<file path="src/rtl/noc_input_port_if.sv">
// Flit handshake bundle between an upstream link, the input port and the crossbar.
// slave is the input-port side; master is the link/crossbar side that drives it.
interface noc_input_port_if #(
    parameter int FLIT_W = 64,
    parameter int OCC_W  = 3
);
    logic [FLIT_W-1:0] in_flit;
    logic              in_valid;
    logic              in_ready;
    logic [FLIT_W-1:0] out_flit;
    logic              out_valid;
    logic [4:0]        out_req;
    logic              out_grant;
    logic [OCC_W-1:0]  occupancy;
    logic              err_drop;

    modport slave (
        input  in_flit, in_valid, out_grant,
        output in_ready, out_flit, out_valid, out_req, occupancy, err_drop
    );

    modport master (
        output in_flit, in_valid, out_grant,
        input  in_ready, out_flit, out_valid, out_req, occupancy, err_drop
    );
endinterface

</file>
<file path="src/rtl/noc_input_port.sv">
// Router input stage: flit FIFO, XY route decode of the head flit, wormhole
// route hold, and dropping of stray flits / out-of-mesh packets.
module noc_input_port #(
    parameter int FLIT_W     = 64,
    parameter int FIFO_DEPTH = 4,
    parameter int ROWS       = 2,
    parameter int COLS       = 2,
    parameter int R          = 0,
    parameter int C          = 0,
    parameter int COORD_W    = 4
) (
    input logic              clk,
    input logic              rst,
    noc_input_port_if.slave  bus
);
    localparam int PTR_W = $clog2(FIFO_DEPTH);
    localparam int OCC_W = PTR_W + 1;
    localparam logic [COORD_W-1:0] R_L    = COORD_W'(R);
    localparam logic [COORD_W-1:0] C_L    = COORD_W'(C);
    localparam logic [COORD_W:0]   ROWS_L = (COORD_W+1)'(ROWS);
    localparam logic [COORD_W:0]   COLS_L = (COORD_W+1)'(COLS);

    // one-hot output ports, bit0=N .. bit4=L
    localparam logic [4:0] P_N = 5'b00001;
    localparam logic [4:0] P_E = 5'b00010;
    localparam logic [4:0] P_S = 5'b00100;
    localparam logic [4:0] P_W = 5'b01000;
    localparam logic [4:0] P_L = 5'b10000;

    typedef enum logic [1:0] {IDLE, ROUTE, DROP} state_t;

    logic [FLIT_W-1:0] mem [FIFO_DEPTH];
    logic [PTR_W-1:0]  wr_ptr, rd_ptr;
    logic [OCC_W-1:0]  count;
    logic              push, pop, empty;
    state_t            state_q, state_d;
    logic [4:0]        route_q, route_d, route_xy;
    logic              out_valid, err_drop;

    logic [FLIT_W-1:0]  head;
    logic [1:0]         head_type;
    logic               is_start, is_end, in_range;
    logic [COORD_W-1:0] dst_row, dst_col;

    assign empty     = (count == '0);
    assign head      = mem[rd_ptr];
    assign head_type = head[FLIT_W-1 -: 2];
    assign is_start  = head_type[0];   // head (01) or single (11)
    assign is_end    = head_type[1];   // tail (10) or single (11)
    assign dst_row   = head[FLIT_W-3 -: COORD_W];
    assign dst_col   = head[FLIT_W-3-COORD_W -: COORD_W];
    assign in_range  = ({1'b0, dst_row} < ROWS_L) && ({1'b0, dst_col} < COLS_L);

    always_comb begin
        route_xy = P_L;
        if (dst_col > C_L)      route_xy = P_E;
        else if (dst_col < C_L) route_xy = P_W;
        else if (dst_row > R_L) route_xy = P_S;
        else if (dst_row < R_L) route_xy = P_N;
    end

    assign bus.in_ready = (count < OCC_W'(FIFO_DEPTH));
    assign push         = bus.in_valid && bus.in_ready;

    always_comb begin
        state_d   = state_q;
        route_d   = route_q;
        pop       = 1'b0;
        out_valid = 1'b0;
        err_drop  = 1'b0;
        case (state_q)
            IDLE: if (!empty) begin
                if (is_start) begin
                    if (in_range) begin
                        route_d = route_xy;
                        state_d = ROUTE;
                    end else begin
                        err_drop = 1'b1;
                        state_d  = DROP;
                    end
                end else begin
                    pop      = 1'b1;
                    err_drop = 1'b1;
                end
            end
            ROUTE: begin
                out_valid = !empty;
                pop       = out_valid && bus.out_grant;
                if (pop && is_end) state_d = IDLE;
            end
            DROP: begin
                pop = !empty;
                if (pop && is_end) state_d = IDLE;
            end
            default: state_d = IDLE;
        endcase
    end

    always_ff @(posedge clk) begin
        if (rst) begin
            state_q <= IDLE;
            route_q <= '0;
            wr_ptr  <= '0;
            rd_ptr  <= '0;
            count   <= '0;
        end else begin
            state_q <= state_d;
            route_q <= route_d;
            if (push) wr_ptr <= wr_ptr + PTR_W'(1);
            if (pop)  rd_ptr <= rd_ptr + PTR_W'(1);
            count <= count + OCC_W'(push) - OCC_W'(pop);
        end
    end

    always_ff @(posedge clk) begin
        if (push) mem[wr_ptr] <= bus.in_flit;
    end

    // stale storage is masked so an empty FIFO always shows a zero flit
    assign bus.out_flit  = empty ? '0 : head;
    assign bus.out_valid = out_valid;
    assign bus.out_req   = out_valid ? route_q : 5'b0;
    assign bus.occupancy = count;
    assign bus.err_drop  = err_drop;
endmodule
</file>
<file path="src/flat_wrapper.sv">
// flat-port wrapper written by rule: the top's interface ports become plain ports
module noc_input_port_flat 
#(
    parameter int FLIT_W     = 64,
    parameter int FIFO_DEPTH = 4,
    parameter int ROWS       = 2,
    parameter int COLS       = 2,
    parameter int R          = 0,
    parameter int C          = 0,
    parameter int COORD_W    = 4
)
  (clk, rst, bus_in_flit, bus_in_valid, bus_out_grant, bus_in_ready, bus_out_flit, bus_out_valid, bus_out_req, bus_occupancy, bus_err_drop);
  noc_input_port_if #(.FLIT_W(FLIT_W)) bus_i ();
  input logic clk;
  input logic rst;
  input wire logic [$bits(bus_i.in_flit)-1:0] bus_in_flit;
  input wire logic [$bits(bus_i.in_valid)-1:0] bus_in_valid;
  input wire logic [$bits(bus_i.out_grant)-1:0] bus_out_grant;
  output wire logic [$bits(bus_i.in_ready)-1:0] bus_in_ready;
  output wire logic [$bits(bus_i.out_flit)-1:0] bus_out_flit;
  output wire logic [$bits(bus_i.out_valid)-1:0] bus_out_valid;
  output wire logic [$bits(bus_i.out_req)-1:0] bus_out_req;
  output wire logic [$bits(bus_i.occupancy)-1:0] bus_occupancy;
  output wire logic [$bits(bus_i.err_drop)-1:0] bus_err_drop;
  assign bus_i.in_flit = bus_in_flit;
  assign bus_i.in_valid = bus_in_valid;
  assign bus_i.out_grant = bus_out_grant;
  assign bus_in_ready = bus_i.in_ready;
  assign bus_out_flit = bus_i.out_flit;
  assign bus_out_valid = bus_i.out_valid;
  assign bus_out_req = bus_i.out_req;
  assign bus_occupancy = bus_i.occupancy;
  assign bus_err_drop = bus_i.err_drop;
  noc_input_port #(.FLIT_W(FLIT_W), .FIFO_DEPTH(FIFO_DEPTH), .ROWS(ROWS), .COLS(COLS), .R(R), .C(C), .COORD_W(COORD_W)) u_core (.clk(clk), .rst(rst), .bus(bus_i));
endmodule
</file>
<file path="config.mk">
export PLATFORM = sky130hd
export DESIGN_NAME = noc_input_port_flat
export DESIGN_NICKNAME = d
export VERILOG_FILES = /design/src/rtl/noc_input_port_if.sv /design/src/rtl/noc_input_port.sv /design/src/flat_wrapper.sv
export SDC_FILE = /design/constraint.sdc
export NUM_CORES = 1
export LEC_CHECK = 0
export CAP_MARGIN = 20
export CORE_MARGIN = 1.5
export CORE_UTILIZATION = 50
export DETAILED_ROUTE_END_ITERATION = 7
export MAX_ROUTING_LAYER = met4
export PLACE_DENSITY = 0.74
export SLEW_MARGIN = 25
export SYNTH_ARGS = -nofsm -noshare
export SYNTH_HDL_FRONTEND = slang
export SYNTH_SLANG_ARGS = --single-unit
</file>
<file path="constraint.sdc">
create_clock -name clk -period 3.1 [get_ports clk]
set_input_delay 0.465 -clock clk [delete_from_list [all_inputs] [get_ports clk]]
set_output_delay 0.465 -clock clk [all_outputs]
set_load 0.1 [all_outputs]
</file>
==> metrics.yaml <==
global_routing:
  grt_max_degree: 68
  grt_pass1_wl_um: 31260
  antenna_found_initial: 1
  overflow: 0
  grt_usage: 0.1960
  grt_pass1_vias: 5660
logic_synthesis:
  syn-cell-area_um2: 10400
  synthAdderAreaFrac: 0.009147
  seq_area_frac_synth: 0.7664
  yosys-mux-area-fraction: 0.1413
  synth-compound-area-share: 0.005295
  yosys_register_bits: 270
  syn_inst: 493
  synth-simple-area-share: 0.05861
  synth_cell_types: 36
  synth_top_family_by_area: "multiplexers"
  syn_area_per_cell_um2: 21.09
  synth_xor_area_frac: 0.004212
  yosys_warnings: 0
placed_design:
  place_inst: 892
  gp_congestion: 0.7623
  place_ws_ns: 0.1820
  numPortBuffers: 140
  hpwlAfterDp_um: 12080
layout:
  layout-drive-gt1-share: 0.3091
  fin_cells: 944
  multi_input_area_um2: 2300
  fillers: 1341
  layout.nets: 728
  register_area_um2: 7976
  areaGrowthSynthToFinish_pct: 30.29
cts:
  cts-buffers-inserted: 27
  root_buffer: "clkbuf_16"
  clk_pin_slew_ns: 0.06
  cts_tree: "yes"
  clock_sinks: 270
  h-tree-depth: 1
  cts_max_path_buffers: 3
  post_cts.repair.setup_buffers: 0
  clock_latency_ns: 0.51
run_status:
  outcome: "finished, final reports clean"
floorplan:
  start_util: 0.5121
  pin_count: 143
  die-width_um: 147.2
  die_area_um2: 21670
  row_count: 52
  core_area_um2: 20300
  die_h_um: 147.2
critical_path:
  cp_max_fo: 16
  cpPeakStageDelay_ns: 0.54
  crit_required_ns: 2.63
  critical_path.startpoint_type: "flip-flop"
  worstSetupPathType: "flip-flop to output pin"
  crit_arrival_ns: 2.48
  cp_slowest_cell: "mux4_2"
  cp-end-kind: "output pin"
  cp_cell_sequence: "buf_16 > mux4_2 > nor3_1 > and2_1 > a21boi_2 > buf_12"
timing:
  hold_viol_final: 0
  finalCritPeriodShare: 0.9503
  finalCriticalPeriod_ns: 2.946
  max-slew-margin-rel: 0.5602
  worst_slew_pin_slew_ns: 0.6597
  setup_viol: 0
  fin_setup_tns_ns: 0
  clock.fmax_mhz: 339.5
  holdWs_ns: 0.4648
  fin_ws_ns: 0.1542
  rsz0062_at_grt: "false"
  fin_worst_skew_ns: 0.01029
  maxSlewViolCount: 0
routing:
  final_antenna_net_count: 0
  via_per_inst: 5.449
  firstDrtPassIters: 5
  wl_per_cell_um: 21.42
  drt_iter0_drc: 288
  route.detailed.drc: 0
  routed_wl_um: 20220
  vias: 5144
hold_path:
  holdCritPathClass: "flip-flop to flip-flop"
run:
  timing.max_cap.violations: 0
[per-stage QoR]
stage                     cell area, µm²    util
after global placement             12590  0.6204
after CTS                          13520  0.6659
after global routing               13550  0.6673
final                              13550  0.6673
after floorplan                    10410       -
after detailed placement           12590  0.6204
[worst max-delay path: cells and delay by family, from the launching register on]
kind | cells | cell delay (ns)
flops | 1 | 0.42
mux | 1 | 0.54
simple gates | 2 | 0.54
compound gates | 1 | 0.09
buf+inv | 2 | 0.37
[registers in the layout (all words and copies together), names as in the netlist, named ones only]
| register | flops |
|---|---|
| u_core.state_q | 2 |
| u_core.wr_ptr | 2 |
| u_core.route_q | 3 |
| u_core.rd_ptr | 2 |
| u_core.mem | 256 |
| u_core.bus.occupancy | 3 |
[placed cells by master (no fill, tap or decap), drive strengths merged, types with 3 or more instances in the layout]
cell,count
xnor2,3
a21oi,3
edfxtp,256
mux4,64
nor3,5
nand2,4
clkdlybuf4s50,67
clkinv,13
buf,86
bufinv,4
inv,10
dfxtp,14
ha,6
nor2b,3
nor2,9
clkbuf,31
and2,71
[synthesized netlist by cell type (all sizes together)]
| cell type | number | area, µm² |
|---|---|---|
| nand4 | 1 | 12.51 |
| xnor2 | 3 | 26.28 |
| nor2b | 3 | 18.77 |
| edfxtp | 256 | 7687 |
| a21boi | 1 | 7.510 |
| dfxtp | 14 | 280.3 |
| a211oi | 1 | 7.510 |
| fa | 1 | 20.02 |
| nor3b | 1 | 7.510 |
| o211ai | 1 | 7.510 |
| a21oi | 3 | 18.77 |
| or3 | 2 | 12.51 |
| nor3 | 5 | 30.03 |
| nand3 | 1 | 5.000 |
| conb | 1 | 3.750 |
| clkbuf | 14 | 52.55 |
| nor4 | 1 | 6.260 |
| and3 | 2 | 12.51 |
| nand2 | 4 | 15.01 |
| xor2 | 2 | 17.52 |
| mux4 | 64 | 1449 |
| nor2 | 9 | 33.78 |
| mux2i | 2 | 20.02 |
| and2 | 71 | 444.2 |
| inv | 10 | 37.54 |
| o21ai | 1 | 5.000 |
| ha | 6 | 75.07 |
| a2bb2oi | 1 | 8.760 |
| buf | 11 | 62.55 |
| or4 | 1 | 11.26 |
[cell type report]
cell class              instances  share of cell area
diodes                          1           0.0001847
flip-flops and latches        270              0.5889
multi-input cells             189              0.1698
clock inverters                19             0.01459
clock buffers                  30             0.05071
repair buffers                155              0.1482
well taps                     270             0.02494
inverters                      10            0.002771
[kinds of logic after synthesis]
group / Yosys count
XOR/XNOR: 5
flip-flops: 270
buffers and inverters: 35
AND/OR/NAND/NOR: 101
adder cells (fa/ha/maj): 7
other: 1
multiplexers: 66
AO/OA/AOI/OAI: 8
[path summary, 6_finish.rpt]
path                                                     start                                  to  slack [ns]  cells past startpoint
worst max register to register                       flip-flop  u_core.bus.occupancy[2]$_SDFF_PP0_        0.36                     11
worst min register to register  u_core.route_q[2]$_SDFFE_PP0P_      u_core.route_q[2]$_SDFFE_PP0P_        0.46                      2
worst max-delay path                                 flip-flop                        bus_err_drop        0.15                      6
worst min-delay path            u_core.route_q[2]$_SDFFE_PP0P_      u_core.route_q[2]$_SDFFE_PP0P_        0.46                      2
[routing by layer]
| metal | share of wire | routed length (µm) | track usage |
|---|---|---|---|
| met1 | 0.42 | 8592 | 0.2600 |
| met2 | 0.50 | 10110 | 0.3225 |
| met3 | 0.061 | 1243 | 0.03634 |
| met4 | 0.014 | 273 | 0.03900 |
| met5 | 0 | 0 | - |
[timing repair]
action / in CTS / in global routing
setup endpoints to repair: 1 / 1
resized for setup: 1 / 0
hold buffers: 0 / 0
hold endpoints to repair: 0 / 0
gates cloned: 1 / 1
Power is not shown: default switching activity piles up to over one toggle a cycle in this logic, so the estimate is an artifact.
==> variant (config.mk and constraints unchanged) <==
`FLIT_W` is set to 64 in 3 places; all go to 72.
--- a/src/rtl/noc_input_port_if.sv
+++ b/src/rtl/noc_input_port_if.sv
@@ -2,5 +2,5 @@
 // slave is the input-port side; master is the link/crossbar side that drives it.
 interface noc_input_port_if #(
-    parameter int FLIT_W = 64,
+    parameter int FLIT_W = 72,
     parameter int OCC_W  = 3
 );
--- a/src/rtl/noc_input_port.sv
+++ b/src/rtl/noc_input_port.sv
@@ -2,5 +2,5 @@
 // route hold, and dropping of stray flits / out-of-mesh packets.
 module noc_input_port #(
-    parameter int FLIT_W     = 64,
+    parameter int FLIT_W     = 72,
     parameter int FIFO_DEPTH = 4,
     parameter int ROWS       = 2,
--- a/src/flat_wrapper.sv
+++ b/src/flat_wrapper.sv
@@ -2,5 +2,5 @@
 module noc_input_port_flat 
 #(
-    parameter int FLIT_W     = 64,
+    parameter int FLIT_W     = 72,
     parameter int FIFO_DEPTH = 4,
     parameter int ROWS       = 2,
Interface: changed (resized bus_in_flit and bus_out_flit); port bits go from 143 to 159. No check against the original RTL was run, so the function may have changed too.
==> variant against the original RTL <==
- worst setup slack improved by 0.022 ns
- wire length grew 9.9%
- area after synthesis grew 11%
- critical endpoint unchanged
- non-clock buffer count rose by 14
- critical path type unchanged
- largest cell class unchanged
- sequential cell count up 32
- synthesized cell count grew 10%
- count of clock-buffer cells in the layout grew 4
- cell area rose by 8.7%
- clock skew grew 0.0022 ns
Power is not shown: default switching activity piles up to over one toggle a cycle in this logic, so the estimate is an artifact.
==> variant: results (changes against the original RTL) <==
* Iter 0 DRT Violations at 284 (was 288)
* Synth top cells by count: 288 x edfxtp_1, 80 x and2_1, 71 x mux4_2, 16 x clkbuf_1, 14 x dfxtp_1 (was 256 x edfxtp_1, 71 x and2_1, 62 x mux4_2, 14 x clkbuf_1, 14 x dfxtp_1)
* Syn. warnings at 0 (unchanged)
* Max clock buf depth at 3 (unchanged)
* # port buffers at 156 (was 140)
* Clk_skew at 0.0125 ns (was 0.0103 ns)
* Top area cells in the synthesized netlist: edfxtp_1 75%, mux4_2 14%, and2_1 4.3%, dfxtp_1 2.4%, ha_1 0.65% (was edfxtp_1 74%, mux4_2 13%, and2_1 4.3%, dfxtp_1 2.7%, ha_1 0.72%)
* Total GRT Usage at 19.6% (about the same)
* Largest net degree at the start of global routing at 74 (was 68)
* Final HPWL DP at 12.9 mm (was 12.1 mm)
* Routed wire per std cell at 21.7 µm (was 21.4 µm)
* Largest Register: u_core.mem (unchanged)
* Vias in the first global route at 6191 (was 5660)
* Status: finished clean (unchanged)
* Yosys cell types at 33 (was 36)
* Post-CTS setup buffer count at 0 (unchanged)
* Proportion of synthesized chip area in sequential cells at 77.1% (was 76.6%)
* First-pass GRT wire length at 34.8 mm (was 31.3 mm)
* Placer Congestion at 0.741 (was 0.762)
* Reg2reg path depth at 11 (unchanged)
* Root buf cell: clkbuf_16 (unchanged)
* Post-synth ARST share at 0% (unchanged)
* Share of cells above drive strength 1 at 30.2% (was 30.9%)
* CP max FO at 18 (was 16)
* Fill cell count at 1543 (was 1341)
* Clock latency at the later pin of the worst-skew pair at 0.54 ns (was 0.51 ns)
* Num CTS Buffers at 31 (was 27)
* Detail Route Antenna Nets at 0 (unchanged)
* H-tree levels at 1 (unchanged)
* Slew Limit Headroom at 53.3% (was 56.0%)
* Dpl ws at 0.233 ns (was 0.182 ns)
* Via count at 5630 (was 5144)
* Fin nets at 801 (was 728)
* Min-Delay Path Class: register to register (unchanged)
* Antenna cells at 0 (was 1)
* Max reg flops at 288 (was 256)
* Worst hold stages at 2 (unchanged)
* Post-synth EDFFs at 288 (was 256)
* Cts-stage hold buffer count at 0 (unchanged)
* Clock-pin slew on the worst setup and hold paths at 0.06 ns (about the same)
* Initial antenna violation count at 0 (was 1)
* Drt first pass iters at 4 (was 5)
* Post_cts resized at 1 (unchanged)
-- variant: changes by cell type after synthesis, moves of 2 or more --
cell      change
edfxtp_1     +32
and2_1        +9
mux4_2        +9
clkbuf_1      +2
-- variant: routing by layer --
layer | GRT usage, % | routed length, µm
met5 | - | 0
met4 | 3.36 | 232
met3 | 4.46 | 1530
met2 | 32.5 | 11300
met1 | 25.5 | 9200
-- variant: kinds of logic (layout without fill, tap and decap cells) --
family | after synthesis | in the layout | synth area share (%)
buffers and inverters | 37 | 232 | 1.39
AOI/OAI and AO/OA | 9 | 9 | 0.519
DFF | 302 | 302 | 77.1
other | 1 | 2 | 0.0324
adders and majority gates | 7 | 7 | 0.821
xor gates and xnor gates | 5 | 5 | 0.378
and+or+nand+nor | 108 | 108 | 5.54
muxes | 74 | 74 | 14.2
-- variant: metrics by stage --
stage                     std cells  area [µm²]
final                          1024       14700
after global routing           1024       14700
after CTS                      1024       14700
after detailed placement        968       13700
after global placement          968       13700
after floorplan                 544       11600
-- variant: path summary, 6_finish.rpt --
kind | to | start | slack [ns]
max | bus_err_drop | register | 0.18
min | u_core.route_q[2] | u_core.route_q[2] | 0.46
max reg2reg | u_core.bus.occupancy[2] | register | 0.44
min reg2reg | u_core.route_q[2] | u_core.route_q[2] | 0.46
-- variant: layout make-up --
type                    count  share of cell area, %
flip-flops and latches    302                   60.7
multi-input cells         205                   17.1
clock buffers              34                   5.35
repair buffers            169                   13.0
clock inverters            20                   1.16
inverters                   9                  0.230
well taps                 285                   2.42
-- variant: worst max-delay path, stage by stage, from the launching register on --
cell,delay (ns)
dfxtp_4,0.41
buf_16,0.21
mux4_2,0.55
nor3_1,0.29
and2_1,0.22
a21boi_2,0.08
buf_12,0.17
